## src/rtl/multicycle_sequencer_if.sv

```systemverilog
// Bus bundle between the multi-cycle sequencer and the instruction memory,
// data memory and datapath control inputs. The master side is the sequencer.
interface multicycle_sequencer_if #(
  parameter int PC_W = 16
);

  // Instruction side
  logic [PC_W-1:0] pc;
  logic            imem_req;
  logic            imem_ready;
  logic            ir_load;
  logic [3:0]      op;

  // Data memory side
  logic            dmem_ready;

  // Datapath control
  logic            ALUSrc;
  logic            MR;
  logic            MW;
  logic            MReg;
  logic            EnRW;
  logic [1:0]      ALUOp;

  modport master (
    output pc, imem_req, ir_load, ALUSrc, MR, MW, MReg, EnRW, ALUOp,
    input  imem_ready, op, dmem_ready
  );

  modport slave (
    input  pc, imem_req, ir_load, ALUSrc, MR, MW, MReg, EnRW, ALUOp,
    output imem_ready, op, dmem_ready
  );

endinterface

```

## src/rtl/multicycle_sequencer.sv

```systemverilog
// Multi-cycle control sequencer for the 4-bit-opcode RISC core.
// Walks FETCH -> DECODE -> EXEC -> WB (or MEM for stores), owns the PC and
// drives the datapath strobes so write enables appear only in their own cycle.
// The only combinational input-to-output path is ir_load, which is the fetch
// handshake strobe itself; every other output comes from registered state.
module multicycle_sequencer #(
  parameter int PC_W        = 16,
  parameter int PC_STEP     = 4,
  parameter int MEM_TIMEOUT = 15
) (
  input  logic                   clk,
  input  logic                   rst,
  input  logic                   run,
  multicycle_sequencer_if.master bus,
  output logic                   busy,
  output logic                   illegal,
  output logic                   mem_timeout
);

  localparam int              CNT_W    = $clog2(MEM_TIMEOUT + 1);
  localparam logic [PC_W-1:0] PC_INC   = PC_W'(PC_STEP);
  localparam logic [CNT_W-1:0] CNT_LAST = CNT_W'(MEM_TIMEOUT - 1);

  localparam logic [3:0] OP_ADD   = 4'b0000;
  localparam logic [3:0] OP_SUB   = 4'b0001;
  localparam logic [3:0] OP_OR    = 4'b0011;
  localparam logic [3:0] OP_SW    = 4'b0111;
  localparam logic [3:0] OP_NANDI = 4'b1111;

  typedef enum logic [2:0] {
    S_IDLE,
    S_FETCH,
    S_DECODE,
    S_EXEC,
    S_MEM,
    S_WB
  } state_t;

  state_t           state_q, state_d;
  logic [PC_W-1:0]  pc_q, pc_d;
  logic [3:0]       op_q, op_d;
  logic [CNT_W-1:0] cnt_q, cnt_d;
  logic             illegal_q, illegal_d;
  logic             timeout_q, timeout_d;

  logic             imem_req_c;
  logic             ir_load_c;
  logic             alu_src_c;
  logic             mw_c;
  logic             mreg_c;
  logic             en_rw_c;
  logic [1:0]       alu_op_c;

  function automatic logic is_legal(input logic [3:0] code);
    return (code == OP_ADD) || (code == OP_SUB) || (code == OP_OR) ||
           (code == OP_SW)  || (code == OP_NANDI);
  endfunction

  // State, PC, latched opcode, MEM wait counter and status flags
  always_ff @(posedge clk) begin
    if (rst) begin
      state_q   <= S_IDLE;
      pc_q      <= '0;
      op_q      <= '0;
      cnt_q     <= '0;
      illegal_q <= 1'b0;
      timeout_q <= 1'b0;
    end else begin
      state_q   <= state_d;
      pc_q      <= pc_d;
      op_q      <= op_d;
      cnt_q     <= cnt_d;
      illegal_q <= illegal_d;
      timeout_q <= timeout_d;
    end
  end

  // Next-state logic; run is only consulted at instruction boundaries
  always_comb begin
    state_d   = state_q;
    pc_d      = pc_q;
    op_d      = op_q;
    cnt_d     = cnt_q;
    illegal_d = 1'b0;
    timeout_d = timeout_q;
    case (state_q)
      S_IDLE: begin
        if (run) state_d = S_FETCH;
      end
      S_FETCH: begin
        if (bus.imem_ready) state_d = S_DECODE;
      end
      S_DECODE: begin
        op_d = bus.op;
        if (is_legal(bus.op)) begin
          state_d = S_EXEC;
        end else begin
          illegal_d = 1'b1;
          pc_d      = pc_q + PC_INC;
          state_d   = run ? S_FETCH : S_IDLE;
        end
      end
      S_EXEC: begin
        if (op_q == OP_SW) begin
          cnt_d   = '0;
          state_d = S_MEM;
        end else begin
          state_d = S_WB;
        end
      end
      S_WB: begin
        pc_d    = pc_q + PC_INC;
        state_d = run ? S_FETCH : S_IDLE;
      end
      S_MEM: begin
        if (bus.dmem_ready) begin
          pc_d    = pc_q + PC_INC;
          state_d = run ? S_FETCH : S_IDLE;
        end else if (cnt_q == CNT_LAST) begin
          timeout_d = 1'b1;
          pc_d      = pc_q + PC_INC;
          state_d   = run ? S_FETCH : S_IDLE;
        end else begin
          cnt_d = cnt_q + 1'b1;
        end
      end
      default: begin
        state_d = S_IDLE;
      end
    endcase
  end

  // Control strobes decoded from the current state and the latched opcode
  always_comb begin
    imem_req_c = 1'b0;
    ir_load_c  = 1'b0;
    alu_src_c  = 1'b0;
    mw_c       = 1'b0;
    mreg_c     = 1'b0;
    en_rw_c    = 1'b0;
    alu_op_c   = 2'b00;
    if (state_q == S_FETCH) begin
      imem_req_c = 1'b1;
      ir_load_c  = bus.imem_ready;
    end
    if (state_q == S_MEM) mw_c = 1'b1;
    if (state_q == S_WB)  en_rw_c = 1'b1;
    if ((state_q == S_EXEC) || (state_q == S_MEM) || (state_q == S_WB)) begin
      case (op_q)
        OP_ADD:   begin alu_op_c = 2'b00; alu_src_c = 1'b0; mreg_c = 1'b1; end
        OP_SUB:   begin alu_op_c = 2'b01; alu_src_c = 1'b0; mreg_c = 1'b1; end
        OP_OR:    begin alu_op_c = 2'b10; alu_src_c = 1'b0; mreg_c = 1'b1; end
        OP_SW:    begin alu_op_c = 2'b00; alu_src_c = 1'b1; mreg_c = 1'b0; end
        OP_NANDI: begin alu_op_c = 2'b11; alu_src_c = 1'b1; mreg_c = 1'b0; end
        default:  begin alu_op_c = 2'b00; alu_src_c = 1'b0; mreg_c = 1'b0; end
      endcase
    end
  end

  assign bus.pc       = pc_q;
  assign bus.imem_req = imem_req_c;
  assign bus.ir_load  = ir_load_c;
  assign bus.ALUSrc   = alu_src_c;
  assign bus.MR       = 1'b0;
  assign bus.MW       = mw_c;
  assign bus.MReg     = mreg_c;
  assign bus.EnRW     = en_rw_c;
  assign bus.ALUOp    = alu_op_c;

  assign busy        = (state_q != S_IDLE);
  assign illegal     = illegal_q;
  assign mem_timeout = timeout_q;

endmodule

```

## src/flat_wrapper.sv

```systemverilog
// flat-port wrapper written by rule: the top's interface ports become plain ports
module multicycle_sequencer_flat 
#(
  parameter int PC_W        = 16,
  parameter int PC_STEP     = 4,
  parameter int MEM_TIMEOUT = 15
)
  (clk, rst, run, busy, illegal, mem_timeout, bus_pc, bus_imem_req, bus_ir_load, bus_ALUSrc, bus_MR, bus_MW, bus_MReg, bus_EnRW, bus_ALUOp, bus_imem_ready, bus_op, bus_dmem_ready);
  multicycle_sequencer_if #(.PC_W(PC_W)) bus_i ();
  input  logic clk;
  input  logic rst;
  input  logic run;
  output logic busy;
  output logic illegal;
  output logic mem_timeout;
  output wire logic [$bits(bus_i.pc)-1:0] bus_pc;
  output wire logic [$bits(bus_i.imem_req)-1:0] bus_imem_req;
  output wire logic [$bits(bus_i.ir_load)-1:0] bus_ir_load;
  output wire logic [$bits(bus_i.ALUSrc)-1:0] bus_ALUSrc;
  output wire logic [$bits(bus_i.MR)-1:0] bus_MR;
  output wire logic [$bits(bus_i.MW)-1:0] bus_MW;
  output wire logic [$bits(bus_i.MReg)-1:0] bus_MReg;
  output wire logic [$bits(bus_i.EnRW)-1:0] bus_EnRW;
  output wire logic [$bits(bus_i.ALUOp)-1:0] bus_ALUOp;
  input wire logic [$bits(bus_i.imem_ready)-1:0] bus_imem_ready;
  input wire logic [$bits(bus_i.op)-1:0] bus_op;
  input wire logic [$bits(bus_i.dmem_ready)-1:0] bus_dmem_ready;
  assign bus_pc = bus_i.pc;
  assign bus_imem_req = bus_i.imem_req;
  assign bus_ir_load = bus_i.ir_load;
  assign bus_ALUSrc = bus_i.ALUSrc;
  assign bus_MR = bus_i.MR;
  assign bus_MW = bus_i.MW;
  assign bus_MReg = bus_i.MReg;
  assign bus_EnRW = bus_i.EnRW;
  assign bus_ALUOp = bus_i.ALUOp;
  assign bus_i.imem_ready = bus_imem_ready;
  assign bus_i.op = bus_op;
  assign bus_i.dmem_ready = bus_dmem_ready;
  multicycle_sequencer #(.PC_W(PC_W), .PC_STEP(PC_STEP), .MEM_TIMEOUT(MEM_TIMEOUT)) u_core (.clk(clk), .rst(rst), .run(run), .bus(bus_i), .busy(busy), .illegal(illegal), .mem_timeout(mem_timeout));
endmodule
```

## config.mk

```make
export PLATFORM = sky130hd
export DESIGN_NAME = multicycle_sequencer_flat
export DESIGN_NICKNAME = d
export VERILOG_FILES = /design/src/rtl/multicycle_sequencer_if.sv /design/src/rtl/multicycle_sequencer.sv /design/src/flat_wrapper.sv
export SDC_FILE = /design/constraint.sdc
export NUM_CORES = 1
export LEC_CHECK = 0
export ABC_AREA = 1
export CORE_ASPECT_RATIO = 1.2
export CORE_MARGIN = 4
export CORE_UTILIZATION = 45
export DETAILED_ROUTE_END_ITERATION = 8
export PLACE_DENSITY = 0.75
export SLEW_MARGIN = 20
export SYNTH_ARGS = -nofsm -noshare
export SYNTH_HDL_FRONTEND = slang
export SYNTH_SLANG_ARGS = --single-unit
```

## constraint.sdc

```tcl
create_clock -name clk -period 1.4 [get_ports clk]
set_input_delay 0.14 -clock clk [delete_from_list [all_inputs] [get_ports clk]]
set_output_delay 0.14 -clock clk [all_outputs]
set_load 0.02 [all_outputs]
```

Word level (Yosys, flattened, before mapping) --
Cells that the tools add are included.
Operators by class: add/subtract/negate cells 2, reductions and logical operators 19, equality and inequality tests 21, bitwise logic cells 2, multiplexer cells 27
Operator list (number):
- 16-bit two-way mux | 3
- 16-bit case mux with 3 select lines | 1
- 3-bit case mux with 6 select lines | 1
- 16-bit by 3-bit adder with 16-bit output, second input constant | 1
- 3-bit two-way mux | 5
- 4-bit equality test, second input constant | 3
- 4-bit two-way mux | 3
- 1-bit two-way mux | 11
- 2-bit != test, second input constant | 5
- 3-bit AND reduction | 3
- 4-bit by 1-bit equality test with 1-bit output, second input constant | 2
- 4-bit by 2-bit equality test with 1-bit output, second input constant | 2
- 4-bit by 3-bit equality test with 1-bit output, second input constant | 2
- 4-bit zero test | 2
- 4-bit case mux with 2 select lines | 1
- 3-bit by 2-bit equality test with 1-bit output, second input constant | 2
- 3-bit equality test, second input constant | 2
- 1-bit logical OR | 6
- 2-bit case mux with 3 select lines | 1
- 3-bit nonzero test | 2
- 4-bit by 1-bit adder with 4-bit output, second input constant | 1
- 4-bit AND reduction | 1
- 2-bit OR reduction | 2
- 3-bit by 1-bit equality test with 1-bit output, second input constant | 1
- 7 further kinds | 8
Word-level totals: flip-flop bits (word level) 29, input bits 9, logic and storage cells 77

Logic depth before layout (Yosys ltp) --
word-level depth 7, depth in mapped cells 10, gate-level depth less buffers 9

Worst setup path before layout --
OpenSTA, ideal clock, no wires.
path type reg-to-reg, start point register u_core.pc_q[2] (netlist: u_core.bus.pc[2]), end point register u_core.pc_q[8] (netlist: u_core.bus.pc[8]), clock period less this slack 1497 ps, data arrival time 1426 ps, stages on the path, launching flop included 9, required time 1329 ps, buffers on the path 0, path slack -97 ps, cells stage by stage dfxtp_1 ha_1 nand2_1 inv_1 nand2_1 or2_2 nand2_1 nand2_1 a21oi_1
On the way: longest elaborated chain between the ends 4
Ends and longest elaborated chain:
- start, declared | line multicycle_sequencer.sv:40 | logic [PC_W-1:0] pc_q, pc_d;
- start signal, assigned | line multicycle_sequencer.sv:70 | pc_q <= pc_d;
- 16-bit by 3-bit adder with 16-bit output *
- 16-bit two-way mux | line multicycle_sequencer.sv:119 | end else if (cnt_q == CNT_LAST) begin
- 16-bit two-way mux | line multicycle_sequencer.sv:116 | if (bus.dmem_ready) begin
- 16-bit case mux with 3 select lines * | line multicycle_sequencer.sv:86 | case (state_q)
Every way passes the cells marked *; elsewhere a longest branch is shown, timed or not. The select of a mux whose other input is x is not followed. A chain may end at the register's enable or synchronous reset.

Final worst setup path --
start point register u_core.state_q[1], end point register u_core.pc_q[4] (netlist: u_core.bus.pc[4])
On the way: longest elaborated chain between the ends 3
Ends and longest elaborated chain:
- start, declared | line multicycle_sequencer.sv:39 | state_t state_q, state_d;
- start signal, assigned | line multicycle_sequencer.sv:69 | state_q <= state_d;
- 3-bit equality test or 3-bit by 2-bit equality test with 1-bit output (tied branches) | line multicycle_sequencer.sv:86
- 3-bit by 2-bit != test with 1-bit output (no line) (tied with other cells)
- 3-bit AND reduction (no line)
Several ways; a longest one is shown, not always the timed one.

==> results.md <==
* Initial Util at 46.46%
* Total instance count after detailed placement at 362
* Worst skew pair latency at 270 ps
* Startpoint of the tightest hold check path: bus_op[3]
* Number of cells produced by synthesis at 257
* Synth Register Bits at 27
* CTS Buffer Depth at 2
* Crit-path cells: inv_2, nand2_4, buf_6, nor2_4, buf_6, nand3_4, buf_4, buf_6, nand4_1, a21oi_2
* Required time of the critical path at 1570 ps
* Power after layout at 1.903 mW
* Largest area contributor in the synthesized netlist: dfxtp_1
* Worst setup path startpoint: u_core.state_q[1]
* Maximum number of pins on one net before global-route repair at 28
* Post-route clock period utilization at 109.7%
* Final RePlAce weighted congestion at 0.9477
* Cts hold-fix bufs at 0
* Height of the chip at 74.82 microns
* Port-buffer cells at 33
* Average cell area after synthesis at 6.514 sq um
* Final Net Count at 348
* Startpoint of the worst register-to-register path: u_core.state_q[1]
* Violations in the final reports: setup timing
* Unrepaired setup endpoints after global routing: true
* Min-delay worst type: input port to flop
* Max-slew violation total from the final report at 0
* Detail-routed net length per standard cell at 12.49 microns
* Root buffer selected by CTS: clkbuf_8
* Via count at 1903
* Final setup slack of the worst path at -135.3 ps
* Standby leakage power at 1.164 nW
* Total clock sinks at 27
* Die area at 4764 sq um
* Part of the Yosys area used for sequential elements at 32.29%
* Delay of the slowest critical-path stage at 340 ps
* Total GRT Usage at 19.84%
* Pre-CTS worst setup slack at -206.2 ps
* Critical-path top delay cell: dfxtp_2
* Maximum Capacitance Violations at 0
* Kind of start point of the critical path: flop
* Distinct cells, synth at 30
* First-pass GRT wire length at 7541 microns
* Number of detailed-route iterations in the first pass at 4
* Ports placed on the boundary at 37
* WP buf/inv at 5
* Top post-synthesis cells by area: dfxtp_1 (32%), nand2_1 (18%), inv_1 (7.4%)
* Count of warnings emitted by yosys at 0
* Kind of capture point of the worst setup path: flop
* Cell type group with the largest total delay on the critical path: buffers and inverters
* TritonCTS Buffers at 3
* Count of antenna-violating nets left after detailed routing at 0
* Total half-perimeter wirelength after legalization and detailed placement at 3040 microns
* Via count of the first global-routing pass at 1742
* Die width at 63.68 microns
* Level count of the clock H-tree at 1
* Clk_skew at 4.605 ps
* Critical path class: flop to flop
* Count of routing violations after the opening detailed-route iteration at 130
* DRC violation count after routing at 0
* Final non-filler cell total at 374
* Area growth from synthesis to layout at 53.06%
* Maximum clock frequency at 651.4 MHz
* Total of endpoints with negative setup slack in the final report at 22
* Initial antenna violation count at 0
* Arrival time of the worst setup path at 1710 ps
* Final wirelength at 4673 microns
* Clock Pin Slew Worst Setup and Hold Paths at 90 ps
* Leftover overflow at the end of global routing at 0
* Area of the core at 3603 sq um
* Ratio of cells with drive above 1 in the final layout at 32.84%
* Number of hold violations in the final report at 0
* Area fraction of the dominant cell type after synthesis at 32.29%
* Count of standard-cell rows at 24
* Run status: finished, violations left
* Max FO, Critical Path at 7
* Highest ir drop seen on vdd at 0.5957 mV
* Power density cells at 742.6 nW/um^2
* TritonCTS clock tree: built
* Shortest clock period the worst path allows after layout at 1535 ps
* Cell mode on critical path: buf_6
* Post-Synthesis Cell Area at 1674 sq um
* Vias per std cell at 5.088
* Diodes inserted at 0
[cell usage after synthesis (all sizes together)]
| master | count |
|---|---|
| conb | 1 |
| xnor2 | 2 |
| nor2 | 34 |
| o21ai | 3 |
| nand4 | 10 |
| inv | 35 |
| buf | 6 |
| or2 | 1 |
| a21oi | 21 |
| o32ai | 1 |
| nand2 | 85 |
| nor3 | 1 |
| ha | 3 |
| a211oi | 5 |
| o22ai | 1 |
| a21boi | 1 |
| nand3b | 1 |
| nand3 | 13 |
| clkbuf | 2 |
| dfxtp | 27 |
| xor2 | 4 |
[tightest hold or removal path: stages]
cell and delay (ps):
clkdlybuf4s50_1 410, nor2_1 100, a211oi_1 50
[stage by stage]
step | setup TNS (ps) | util (%) | cell area [sq um] | hold slack [ps]
finish | -2095 | 71.11 | 2562 | 468.1
global route | -4609 | 71.11 | 2562 | 486.6
CTS | -476.0 | 67.67 | 2439 | 468.0
detailed placement | -3974 | 64.55 | 2326 | 458.2
global placement | -3170 | 64.55 | 2326 | 456.0
floorplan | 0 | - | 1685 | 287.1
[cells by family (layout without fill, tap and decap cells)]
family	count (synthesis)	count (layout)	share of synthesized area, %
AND/OR/NAND/NOR	145	146	39.46
buffers and inverters	43	118	11.21
AO/OA/AOI/OAI	32	32	11.44
flip-flops	27	27	32.29
XOR/XNOR	6	6	3.139
adder cells (fa/ha/maj)	3	3	2.242
other	1	3	0.2240
[layer usage]
| metal | routed length [microns] | vias up | global-route usage, % |
|---|---|---|---|
| met4 | 78 | 0 | 7.434 |
| met1 | 1902 | 866 | 23.03 |
| met3 | 214 | 11 | 2.239 |
| met2 | 2477 | 54 | 37.70 |
| li1 | - | 972 | - |
| met5 | 0 | - | 0 |
[repair_timing]
action | CTS | global route
resized for setup | 74 | 36
gates cloned | 1 | 0
endpoints found under the setup margin | 42 | 31
pin swaps | 5 | 10
setup buffers | 5 | 5
[flip-flops by register name, summed over array words and instances, names as in the netlist]
register / count
u_core.cnt_q: 4
u_core.illegal: 1
u_core.bus.pc: 14
u_core.mem_timeout: 1
u_core.op_q: 4
u_core.state_q: 3
[cell type report]
type,count,area [sq um]
clock buffer,4,45.04
fill,298,1041
multi-input combinational,190,1085
inverter,35,131.4
sequential,27,554.3
timing repair buffer,79,698.2
tap,39,48.80
[where the power goes]
part           switching (mW)  internal (mW)
Sequential             0.0257          0.801
Combinational           0.349          0.275
Clock                   0.248          0.204
[cell usage in the layout (no fill, tap or decap), types with 3 or more instances in the layout]
cell type	n
clkbuf_8	3
a21oi_2	3
dfxtp_2	5
nand3_1	8
nor2_1	23
nor2_2	4
ha_1	3
dfxtp_1	20
buf_2	3
conb_1	3
a211oi_1	5
inv_1	28
nand4_1	10
nand2_4	4
inv_2	7
clkdlybuf4s50_1	10
nand3_4	4
buf_4	39
buf_6	10
nor2_4	7
dlygate4sd2_1	13
xor2_1	4
nand2_1	71
nand2_2	10
a21oi_1	18
[worst paths after layout]
path	end	slack (ps)	cells after the start
hold / removal	u_core.op_q[3]	470	3
setup reg to reg	u_core.bus.pc[4]	-140	10
hold reg to reg	u_core.mem_timeout	490	2
setup / recovery	u_core.bus.pc[4]	-140	10
(Power assumes the default switching activity.)
